--- src/rtl/rv_lsu_pkg.sv ---
// Shared definitions for the rvsimple load/store unit: funct3 codes, FSM states
// and request legality/alignment helpers.
package rv_lsu_pkg;

  localparam int unsigned LSU_WIDTH = 32;

  localparam logic [2:0] LSU_LB  = 3'b000;
  localparam logic [2:0] LSU_LH  = 3'b001;
  localparam logic [2:0] LSU_LW  = 3'b010;
  localparam logic [2:0] LSU_LBU = 3'b100;
  localparam logic [2:0] LSU_LHU = 3'b101;
  localparam logic [2:0] LSU_SB  = 3'b000;
  localparam logic [2:0] LSU_SH  = 3'b001;
  localparam logic [2:0] LSU_SW  = 3'b010;

  typedef enum logic [1:0] {
    LSU_IDLE   = 2'd0,
    LSU_ACCESS = 2'd1,
    LSU_RESP   = 2'd2,
    LSU_ERR    = 2'd3
  } lsu_state_t;

  // Stores have no unsigned variants, so only the low three codes are legal.
  function automatic logic lsu_legal(input logic write, input logic [2:0] funct3);
    if (write) begin
      return (funct3 == LSU_SB) || (funct3 == LSU_SH) || (funct3 == LSU_SW);
    end
    return (funct3 == LSU_LB) || (funct3 == LSU_LH) || (funct3 == LSU_LW) ||
           (funct3 == LSU_LBU) || (funct3 == LSU_LHU);
  endfunction

  function automatic logic lsu_aligned(input logic [2:0] funct3, input logic [1:0] addr);
    case (funct3[1:0])
      2'b01:   return !addr[0];
      2'b10:   return addr == 2'b00;
      default: return 1'b1;
    endcase
  endfunction

endpackage

--- src/rtl/load_data_formatter.sv ---
// Picks the addressed byte/halfword out of a bus word and sign- or zero-extends it.
module load_data_formatter
  import rv_lsu_pkg::*;
(
  input  logic [LSU_WIDTH-1:0] rdata,
  input  logic [1:0]           addr,
  input  logic [2:0]           funct3,
  output logic [LSU_WIDTH-1:0] data
);

  logic [7:0]  byte_sel;
  logic [15:0] half_sel;

  always_comb begin
    byte_sel = rdata[{addr, 3'b000} +: 8];
    half_sel = addr[1] ? rdata[31:16] : rdata[15:0];
    data     = rdata;
    case (funct3)
      LSU_LB:  data = {{24{byte_sel[7]}}, byte_sel};
      LSU_LH:  data = {{16{half_sel[15]}}, half_sel};
      LSU_LBU: data = {24'h000000, byte_sel};
      LSU_LHU: data = {16'h0000, half_sel};
      default: data = rdata;
    endcase
  end

endmodule

--- src/rtl/load_store_unit.sv ---
// Multi-cycle data-memory access unit: one request at a time, word-addressed bus
// with byte enables and wait states, formatted load data back to writeback.
module load_store_unit
  import rv_lsu_pkg::*;
#(
  parameter int unsigned WIDTH      = 32,
  parameter int unsigned ADDR_WIDTH = 32
) (
  input  logic                  clock,
  input  logic                  reset,
  input  logic                  req_valid,
  output logic                  req_ready,
  input  logic                  req_write,
  input  logic [2:0]            req_funct3,
  input  logic [ADDR_WIDTH-1:0] req_addr,
  input  logic [WIDTH-1:0]      req_wdata,
  output logic [ADDR_WIDTH-1:0] bus_addr,
  output logic                  bus_read,
  output logic                  bus_write,
  output logic [3:0]            bus_byteenable,
  output logic [WIDTH-1:0]      bus_wdata,
  input  logic                  bus_wait,
  input  logic [WIDTH-1:0]      bus_rdata,
  output logic                  rsp_valid,
  output logic [WIDTH-1:0]      rsp_data,
  output logic                  rsp_error,
  output logic                  busy
);

  lsu_state_t       state;
  logic [1:0]       lane_q;
  logic [2:0]       funct3_q;
  logic             write_q;
  logic             req_ok_c;
  logic [3:0]       be_c;
  logic [WIDTH-1:0] wdata_c;
  logic [WIDTH-1:0] load_c;

  assign req_ready = (state == LSU_IDLE);
  assign busy      = (state != LSU_IDLE);
  assign req_ok_c  = lsu_legal(req_write, req_funct3) && lsu_aligned(req_funct3, req_addr[1:0]);

  // Byte lanes and lane-replicated store data for the incoming request.
  always_comb begin
    be_c    = 4'b1111;
    wdata_c = req_wdata;
    case (req_funct3[1:0])
      2'b00: begin
        be_c    = 4'b0001 << req_addr[1:0];
        wdata_c = {4{req_wdata[7:0]}};
      end
      2'b01: begin
        be_c    = 4'b0011 << req_addr[1:0];
        wdata_c = {2{req_wdata[15:0]}};
      end
      default: ;
    endcase
  end

  load_data_formatter u_load_data_formatter (
    .rdata  (bus_rdata),
    .addr   (lane_q),
    .funct3 (funct3_q),
    .data   (load_c)
  );

  always_ff @(posedge clock or posedge reset) begin
    if (reset) begin
      state          <= LSU_IDLE;
      lane_q         <= 2'b00;
      funct3_q       <= 3'b000;
      write_q        <= 1'b0;
      bus_addr       <= '0;
      bus_read       <= 1'b0;
      bus_write      <= 1'b0;
      bus_byteenable <= 4'b0000;
      bus_wdata      <= '0;
      rsp_valid      <= 1'b0;
      rsp_data       <= '0;
      rsp_error      <= 1'b0;
    end else begin
      case (state)
        LSU_IDLE: begin
          if (req_valid) begin
            lane_q   <= req_addr[1:0];
            funct3_q <= req_funct3;
            write_q  <= req_write;
            if (!req_ok_c) begin
              // Faulting requests never touch the bus.
              state     <= LSU_ERR;
              rsp_valid <= 1'b1;
              rsp_error <= 1'b1;
              rsp_data  <= '0;
            end else begin
              state          <= LSU_ACCESS;
              bus_addr       <= {req_addr[ADDR_WIDTH-1:2], 2'b00};
              bus_read       <= !req_write;
              bus_write      <= req_write;
              bus_byteenable <= be_c;
              bus_wdata      <= wdata_c;
            end
          end
        end
        LSU_ACCESS: begin
          if (!bus_wait) begin
            state     <= LSU_RESP;
            bus_read  <= 1'b0;
            bus_write <= 1'b0;
            rsp_valid <= 1'b1;
            rsp_error <= 1'b0;
            rsp_data  <= write_q ? '0 : load_c;
          end
        end
        default: begin
          state     <= LSU_IDLE;
          rsp_valid <= 1'b0;
          rsp_error <= 1'b0;
          rsp_data  <= '0;
        end
      endcase
    end
  end

endmodule

--- config.mk ---
export PLATFORM = sky130hd
export DESIGN_NAME = load_store_unit
export DESIGN_NICKNAME = d
export VERILOG_FILES = /design/src/rtl/rv_lsu_pkg.sv /design/src/rtl/load_data_formatter.sv /design/src/rtl/load_store_unit.sv
export SDC_FILE = /design/constraint.sdc
export NUM_CORES = 1
export LEC_CHECK = 0
export ABC_AREA = 1
export ABC_CLOCK_PERIOD_IN_PS = 4900
export CORE_MARGIN = 5
export CORE_UTILIZATION = 25
export CTS_CLUSTER_DIAMETER = 80
export CTS_CLUSTER_SIZE = 24
export DETAILED_ROUTE_END_ITERATION = 7
export PLACE_DENSITY_LB_ADDON = 0.3
export SLEW_MARGIN = 15
export SYNTH_ARGS = -nofsm -noshare
export SYNTH_HDL_FRONTEND = slang
export SYNTH_SLANG_ARGS = --single-unit
--- constraint.sdc ---
create_clock -name clock -period 4.9 [get_ports clock]
set_input_delay 0.735 -clock clock [delete_from_list [all_inputs] [get_ports clock]]
set_output_delay 0.735 -clock clock [all_outputs]
set_load 0.05 [all_outputs]
After elaboration in Yosys (flattened, before gate mapping)
Cells that the tools add are included.

Add/subtract/negate cells: 0. Multiply operators: 0. Div/mod/pow operators: 0. Magnitude comparators: 0. Eq/ne operators: 14. Shift operators: 3. Muxes and demuxes: 29. Bitwise operators: 0. Reductions and logical operators: 19.

Operators by type and width (number): $mux W32 (4); $pmux W32 S2 (2); $pmux W32 S4 (1); $shiftx A32 B6 Y8 (1); $mux W16 (1); $eq A3 B3 Y1 const B (4); $mux W1 (11); $pmux W1 S2 (5); $pmux W4 S2 (1); $eq A3 B1 Y1 const B (2); $logic_not A2 Y1 (3); $logic_not A3 Y1 (2); $mux W2 (3); $ne A2 B2 Y1 const B (3); $reduce_and A3 Y1 (2); $eq A2 B1 Y1 const B (2); $logic_or A1 B1 Y1 (4); $pmux W2 S2 (1); $reduce_and A2 Y1 (2); $reduce_and A4 Y1 (1); $reduce_bool A2 Y1 (2); $shl A1 B2 Y4 const A (1); $shl A2 B2 Y4 const A (1); $eq A3 B2 Y1 const B (1); other kinds (4) (5).

Bits in registers: 110. Bits in latches: 0. Memory bits (writable): 0. ROM bits: 0. Output and inout bits: 106. Memories: 0.

Depth between registers and ports, before layout
Gate-level depths: netlist (run 1).

Depth after elaboration: 10. Depth in mapped cells: 12. Depth with buffers taken out: 10.

Modules after synthesis
Synthesis (run 1) repeated with hierarchy kept, for this count alone.

Cell total of the unflattened synthesis: 794. Area total of the unflattened synthesis: 6078.3 um2.

Modules (own cells, without submodules): load_store_unit (times used 1, cells an instance 600, area each 5023.6 um2, sequential area each 2752.6 um2); load_data_formatter (times used 1, cells an instance 194, area each 1054.8 um2, sequential area each 0.0 um2).

Least setup slack after synthesis (run 1)
No wires, ideal clock.

Path kind: input to register. From: in req_funct3[1]. To: reg bus_wdata[0]. Library setup time: 0.119 ns. Data arrival time: 2.256 ns. Data required time: 4.781 ns. Slack: 2.525 ns. Stages: 11. Path buffers: 4. Path through: clkinv_1 -> buf_2 -> ha_1 -> buf_4 -> nor2_1 -> a21oi_2 -> nand2_2 -> nor2_4 -> buf_6 -> buf_8 -> o21a_1.

Longest elaborated chain between the ends: 8. Elaborated cells between the ends (all ways): 16. Those cells by class: 6 x eq/ne; 3 x mux; 7 x reduce/logical.

RTL lines: start: declaration (line load_store_unit.sv:14) `input logic [2:0] req_funct3,`; $eq A3 B1 Y1 or $logic_not A3 Y1 (tied branches) (line rv_lsu_pkg.sv:26, rv_lsu_pkg.sv:28); $logic_or A1 B1 Y1 (2 in series) (line rv_lsu_pkg.sv:26, rv_lsu_pkg.sv:28); $logic_or A1 B1 Y1 (line rv_lsu_pkg.sv:28) `return (funct3 == LSU_LB) || (funct3 == LSU_LH) || (funct3 == LSU_LW) ||`; $logic_or A1 B1 Y1 (line rv_lsu_pkg.sv:29) `(funct3 == LSU_LBU) || (funct3 == LSU_LHU);`; $mux W1 (line rv_lsu_pkg.sv:28); $logic_and A1 B1 Y1 * (line load_store_unit.sv:41) `assign req_ok_c = lsu_legal(req_write, req_funct3) && lsu_aligned(req_funct3, req_addr[1:0]);`; $reduce_and A3 Y1 (no source line) *; end signal: assignment (line load_store_unit.sv:100) `bus_wdata <= wdata_c;`; end: declaration (line load_store_unit.sv:21) `output logic [WIDTH-1:0] bus_wdata,`.

Every way passes the cells marked *; elsewhere a longest branch is shown, timed or not. The select of a mux whose other input is x is not followed. A chain may end at the register's enable or synchronous reset.

Worst setup path in the final report (run 1)
From: in req_funct3[1]. To: reg rsp_data[27].

Longest elaborated chain between the ends: 9. Elaborated cells between the ends (all ways): 17. Those cells by class: 7 x eq/ne; 3 x mux; 7 x reduce/logical.

RTL lines: $eq A3 B1 Y1 or $logic_not A3 Y1 (tied branches) (line rv_lsu_pkg.sv:26, rv_lsu_pkg.sv:28); $logic_or A1 B1 Y1 (2 in series) (line rv_lsu_pkg.sv:26, rv_lsu_pkg.sv:28); $logic_or A1 B1 Y1 (line rv_lsu_pkg.sv:28); $logic_or A1 B1 Y1 (line rv_lsu_pkg.sv:29); $mux W1 (line rv_lsu_pkg.sv:28); $logic_and A1 B1 Y1 * (line load_store_unit.sv:41); $ne A2 B2 Y1 (no source line) *; $reduce_and A3 Y1 (no source line) *; end signal: assignment (line load_store_unit.sv:111) `rsp_data <= write_q ? '0 : load_c;`; end: declaration (line load_store_unit.sv:25) `output logic [WIDTH-1:0] rsp_data,`.

Marked as above.

==> impl_metrics.py, run 1 <==
metrics = {
    "power": {
        "clockPowerShare": 0.137,
        "finalPower_mw": 5.68,
        "p_per_area_nw_per_um2": 692,
        "share_comb_of_total_power": 0.588,
        "power_switching_mw": 2.98,
        "leakage_nw": 3.70,
        "ir_drop_v": 0.000401,
        "sequentialPowerShare": 0.276,
        "switching_share": 0.524,
        "p_int_mw": 2.71,
    },
    "layout": {
        "multi_input_area_um2": 2440,
        "utilization": 0.365,
        "fin_cells": 1209,
        "final.fill_count": 2368,
        "fin_nets": 1026,
        "final-seq-area_um2": 2750,
        "antennaDiodeCount": 0,
        "area_growth_pct": 44.4,
        "drive_above_1_share": 0.0519,
    },
    "setup_path": {
        "slowest_delay_ns": 0.71,
        "rr_startpoint": "funct3_q[1]$_DFFE_PP0P_",
        "worstSetupEndpointType": "register",
        "cp.arrival_ns": 4.02,
        "critPathLaunch": "req_funct3[1]",
        "reg2reg_slack_ns": 2.32,
        "critPathBufInv": 4,
        "ff2ff_path_depth": 9,
        "critPathSlowestCell": "nor2_1",
        "critPathMaxFanout": 24,
        "crit_family": "buffers and inverters",
        "regToRegEndpoint": "rsp_data[15]$_DFFE_PP0P_",
        "crit_type": "input pin to register",
        "cp_cell_sequence": "clkdlybuf4s50_1, clkinv_1, ha_1, nor2_1, a21oi_2, nand3_2, buf_4, nand2_1, buf_4, nand2_1, o21ai_0",
        "cp_num_cells": 11,
        "endpoint": "rsp_data[27]$_DFFE_PP0P_",
        "required_ns": 5.11,
        "start_kind": "input pin",
    },
    "global_route": {
        "antenna_found_initial": 2,
        "grt_pass1_vias": 5638,
        "grt_use_total": 0.151,
        "gr-total-overflow": 0,
        "grt_pass1_wl_um": 31300,
        "grt_max_degree": 65,
    },
    "job": {
        "drv_cap": 0,
    },
    "synth": {
        "synth_top_cell_by_area": "dfrtp_1",
        "netlist_instances": 739,
        "syn_avg_cell_area_um2": 7.70,
        "ys_async_sr_fraction": 1.00,
        "ys_seq_elements": 110,
        "synthTopCellsByArea": "dfrtp_1, nand2_1, o21ai_0, inv_1, nor2_1",
        "yosysMostFrequentCell": "nand2_1",
        "synth_top_area_frac": 0.484,
        "ys_types": 29,
        "dominantRegCellSynth": "dfrtp_1",
        "yosys_warnings": 0,
        "synthTopCellsByCount": "nand2_1, o21ai_0, dfrtp_1",
        "synth_edf_count": 0,
        "syn_area_um2": 5690,
        "seq_area_frac_synth": 0.484,
    },
    "drt": {
        "drc": 0,
        "drt_iter0_drc": 400,
        "ant_nets": 0,
        "viasPerCell": 4.59,
        "first_pass_iters": 5,
        "avgRoutedWirePerCell_um": 16.4,
        "totalWireLength_um": 19800,
        "vias": 5546,
    },
    "timing": {
        "setup_viol": 0,
        "finalHoldViolCount": 0,
        "period_share": 0.777,
        "timing.hold.ws_ns": 0.485,
        "fin_skew_ns": 0.0136,
        "slew_headroom": 0.428,
        "max_freq_mhz": 263,
        "worstMarginPinSlew_ns": 0.857,
        "drv_slew": 0,
        "setup_tns_ns": 0,
        "rsz0062_at_grt": "false",
        "period_needed_ns": 3.81,
    },
    "floorplan": {
        "start_util": 0.253,
        "die_x_um": 161,
        "num_rows": 55,
        "io_pins": 210,
        "core_area_um2": 22500,
        "dieHeight_um": 161,
        "die-area_um2": 25900,
    },
    "clocking": {
        "cts-root-buf": "clkbuf_16",
        "numClockSinks": 110,
        "clk_latency_ns": 0.36,
        "cts_setup_buffers": 0,
        "cts.clk_slew.worst_paths_ns": 0.08,
        "cts_tree": "built",
        "cts_resized": 0,
        "cts.path.max_buffers": 2,
        "hold_buffers": 0,
        "cts-buffers-inserted": 9,
        "h-tree-depth": 3,
    },
    "placed_design": {
        "port_buffers": 207,
        "gp_congestion": 0.841,
        "place_inst": 1193,
        "place_hpwl_um": 14100,
    },
    "min_path": {
        "whs_path_depth": 2,
        "hp-class": "register to register",
    },
    "status": {
        "run_status": "finished, final reports clean",
    },
}
[metrics by stage]
stage	cell area [µm²]	setup slack, ns
after floorplan	5700	1.26
after global placement	7910	0.775
after detailed placement	7910	0.667
after CTS	8220	1.04
after global routing	8220	0.660
final	8220	1.09
[worst reg2reg max path, stage by stage, from the launching register on]
cell,delay (ns)
dfrtp_1,0.80
inv_1,0.60
nand2_1,0.23
nor2_1,0.06
nand2_1,0.06
nand2_1,0.08
a21oi_4,0.41
nand2_1,0.12
nand2_1,0.09
nand2_1,0.04
[layout make-up]
| class | count | area share |
|---|---|---|
| flip-flops and latches | 110 | 0.335 |
| clock buffers | 9 | 0.0274 |
| inverters | 59 | 0.0276 |
| clock inverters | 7 | 0.00974 |
| repair buffers | 214 | 0.260 |
| well taps | 285 | 0.0434 |
| multi-input cells | 525 | 0.297 |
[routing by layer]
layer | wire (µm) | up-vias | share of wire | global-route usage
met5 | 31 | - | 0.0016 | 0
met4 | 309 | 4 | 0.016 | 0.0384
met3 | 1980 | 23 | 0.10 | 0.0588
met2 | 8760 | 220 | 0.44 | 0.235
met1 | 8710 | 2569 | 0.44 | 0.197
li1 | - | 2730 | - | -
[worst min-delay path by stage]
stage | from | to | slack, ns
after global placement | rsp_data[15]$_DFFE_PP0P_ | rsp_data[15]$_DFFE_PP0P_ | 0.47
after floorplan | write_q$_DFFE_PP0P_ | write_q$_DFFE_PP0P_ | 0.51
after global routing | rsp_data[13]$_DFFE_PP0P_ | rsp_data[13]$_DFFE_PP0P_ | 0.52
after CTS | bus_byteenable[3]$_DFFE_PP0P_ | bus_byteenable[3]$_DFFE_PP0P_ | 0.49
after detailed placement | rsp_data[15]$_DFFE_PP0P_ | rsp_data[15]$_DFFE_PP0P_ | 0.47
final | bus_byteenable[3]$_DFFE_PP0P_ | bus_byteenable[3]$_DFFE_PP0P_ | 0.48
[state kept, by name (all words and copies together) (netlist names), 2 cells and up]
name / flops
bus_addr: 30
funct3_q: 3
bus_wdata: 32
lane_q: 2
rsp_data: 32
bus_byteenable: 4
state: 2
[power groups by stage]
| stage | clock network (mW) | logic [mW] | registers [mW] |
|---|---|---|---|
| 2_1_floorplan | 0 | 1.03 | 2.75 |
| 3_3_place_gp | 0 | 3.35 | 1.58 |
| 3_5_place_dp | 0 | 3.37 | 1.57 |
| 4_1_cts | 0.805 | 3.37 | 1.57 |
| 5_1_grt | 0.833 | 3.58 | 1.63 |
| 6_report | 0.776 | 3.34 | 1.57 |
[kinds of logic (layout without fill, tap and decap cells)]
group | after synthesis | count (layout) | share of synthesized area
AOI/OAI and AO/OA | 185 | 185 | 0.180
DFF | 110 | 110 | 0.484
buffers and inverters | 105 | 289 | 0.0882
adders and majority gates | 3 | 3 | 0.00660
other | 1 | 2 | 0.000659
and+or+nand+nor | 335 | 335 | 0.241
[cells in the final DEF, fill, tap and decap left out, types with 9 or more instances in the layout]
master / synthesis / routed
a21oi_1: 31 / 31
clkbuf_16: 0 / 9
clkdlybuf4s50_1: 0 / 207
dfrtp_1: 110 / 110
inv_1: 52 / 51
nand2_1: 246 / 246
nand3_1: 25 / 25
nor2_1: 48 / 48
o21ai_0: 132 / 132
Power figures use the tool's default switching activity.
==> run 2, diff against run 1 <==
- ABC_CLOCK_PERIOD_IN_PS: 4900 -> 3200
- clock period: 4.9 -> 3.2 ns (I/O delays scaled with it)
==> impl_metrics.py, run 2 (synthesis gave the netlist of run 1 again) <==
metrics = {
    "status": {
        "run_status": "finished, final reports clean",
    },
    "timing": {
        "finalWorstSetupSlack_ns": 0.844,
        "finalHoldViolCount": 0,
        "worstMarginPinSlew_ns": 0.690,
        "setup_viol": 0,
        "drv_slew": 0,
        "period_needed_ns": 2.36,
        "timing.hold.ws_ns": 0.484,
        "slew_headroom": 0.539,
        "period_share": 0.736,
        "rsz0062_at_grt": "false",
        "max_freq_mhz": 424,
        "fin_skew_ns": 0.0126,
        "setup_tns_ns": 0,
    },
    "min_path": {
        "hp-class": "register to register",
    },
    "setup_path": {
        "slowest_delay_ns": 0.53,
        "critPathMaxFanout": 59,
        "path_common_cell": "nand2_1",
        "cp_cell_sequence": "clkdlybuf4s50_1, clkinv_1, ha_1, inv_1, a21oi_1, nand2_1, nand2_2, buf_4, a21oi_2, nand2_1, o21ai_0",
        "crit_family": "buffers and inverters",
        "start_kind": "input pin",
        "critPathBufInv": 4,
        "required_ns": 3.44,
        "crit_type": "input pin to register",
        "worstSetupEndpointType": "register",
        "critPathSlowestCell": "clkdlybuf4s50_1",
        "cp.arrival_ns": 2.59,
    },
    "layout": {
        "antennaDiodeCount": 0,
        "fin_cells": 1213,
        "multi_input_area_um2": 2440,
        "final.fill_count": 2342,
        "final_common_cell": "nand2_1",
        "final_cell_mix": "nand2_1, clkdlybuf4s50_1, o21ai_0",
        "drive_above_1_share": 0.0560,
        "utilization": 0.367,
        "fin_nets": 1030,
        "reg_top3": "bus_wdata: 32 flops, rsp_data: 32 flops, bus_addr: 30 flops",
        "final-seq-area_um2": 2750,
        "final_area_um2": 8260,
        "area_growth_pct": 45.2,
    },
    "floorplan": {
        "io_pins": 210,
        "core_area_um2": 22500,
        "die_x_um": 161,
        "num_rows": 55,
        "dieHeight_um": 161,
        "die-area_um2": 25900,
        "start_util": 0.253,
    },
    "clocking": {
        "cts.path.max_buffers": 2,
        "clk_latency_ns": 0.36,
        "numClockSinks": 110,
        "h-tree-depth": 3,
        "hold_buffers": 0,
        "cts_resized": 0,
        "cts-buffers-inserted": 9,
        "cts_tree": "built",
        "cts.clk_slew.worst_paths_ns": 0.07,
        "cts_setup_buffers": 0,
        "cts-root-buf": "clkbuf_16",
    },
    "placed_design": {
        "placed_area_um2": 7970,
        "place_inst": 1197,
        "place_ws_ns": 0.426,
        "gp_congestion": 0.875,
        "place_hpwl_um": 14200,
        "port_buffers": 207,
    },
    "power": {
        "leakage_nw": 3.72,
        "p_per_area_nw_per_um2": 1050,
        "ir_drop_v": 0.000388,
        "finalPower_mw": 8.64,
    },
    "drt": {
        "drt_iter0_drc": 307,
        "ant_nets": 0,
        "first_pass_iters": 4,
        "totalWireLength_um": 19600,
        "vias": 5620,
        "drc": 0,
        "viasPerCell": 4.63,
        "avgRoutedWirePerCell_um": 16.1,
    },
    "global_route": {
        "antenna_found_initial": 1,
        "gr-total-overflow": 0,
        "grt_pass1_vias": 5470,
        "grt_use_total": 0.147,
        "grt_max_degree": 65,
        "grt_pass1_wl_um": 30500,
    },
    "job": {
        "drv_cap": 0,
    },
}
[run 2: cell count changes in the layout (fill, tap and decap cells not counted), sizes merged]
cell	delta
clkinv	-1
bufinv	-1
buf	+4
clkinvlp	+2
[run 2: per-layer routing]
metal / track usage / wire length (µm) / vias up
li1: - / - / 2736
met1: 0.190 / 8550 / 2627
met2: 0.230 / 8640 / 228
met3: 0.0516 / 1920 / 27
met4: 0.0492 / 450 / 2
met5: 0 / 7 / -
[run 2: worst register-to-register path: cells and delay by family (launching register included)]
| kind | cells | cell delay, ns |
|---|---|---|
| buffers and inverters | 1 | 0.40 |
| AO/OA/AOI/OAI | 1 | 0.36 |
| AND/OR/NAND/NOR | 7 | 0.62 |
| flip-flops | 1 | 0.79 |
[run 2: path summary, 6_finish.rpt]
| path | startpoint | to | slack [ns] | cells after the start |
|---|---|---|---|---|
| min in group asynchronous | reset | rsp_data[7]$_DFFE_PP0P_ | 0.57 | 2 |
| worst max register to register | funct3_q[1]$_DFFE_PP0P_ | rsp_data[15]$_DFFE_PP0P_ | 0.92 | 9 |
| worst min-delay path | rsp_data[2]$_DFFE_PP0P_ | rsp_data[2]$_DFFE_PP0P_ | 0.48 | 2 |
| max in group asynchronous | reset | bus_wdata[28]$_DFFE_PP0P_ | 1.99 | 3 |
| worst min register to register | rsp_data[2]$_DFFE_PP0P_ | rsp_data[2]$_DFFE_PP0P_ | 0.48 | 2 |
| worst max-delay path | req_funct3[1] | bus_write$_DFFE_PP0P_ | 0.84 | 11 |
[run 2: layout make-up]
type                    count  area share
clock buffers               9      0.0273
clock inverters             7     0.00803
inverters                  59      0.0276
multi-input cells         525       0.295
flip-flops and latches    110       0.333
well taps                 285      0.0432
repair buffers            218       0.265
[run 2: power by group]
| group | leakage, nW | switching (mW) | internal, mW | total, mW |
|---|---|---|---|---|
| registers | 1.40 | 0.409 | 1.98 | 2.39 |
| clock network | 0.138 | 0.586 | 0.551 | 1.14 |
| logic | 2.17 | 3.56 | 1.56 | 5.12 |
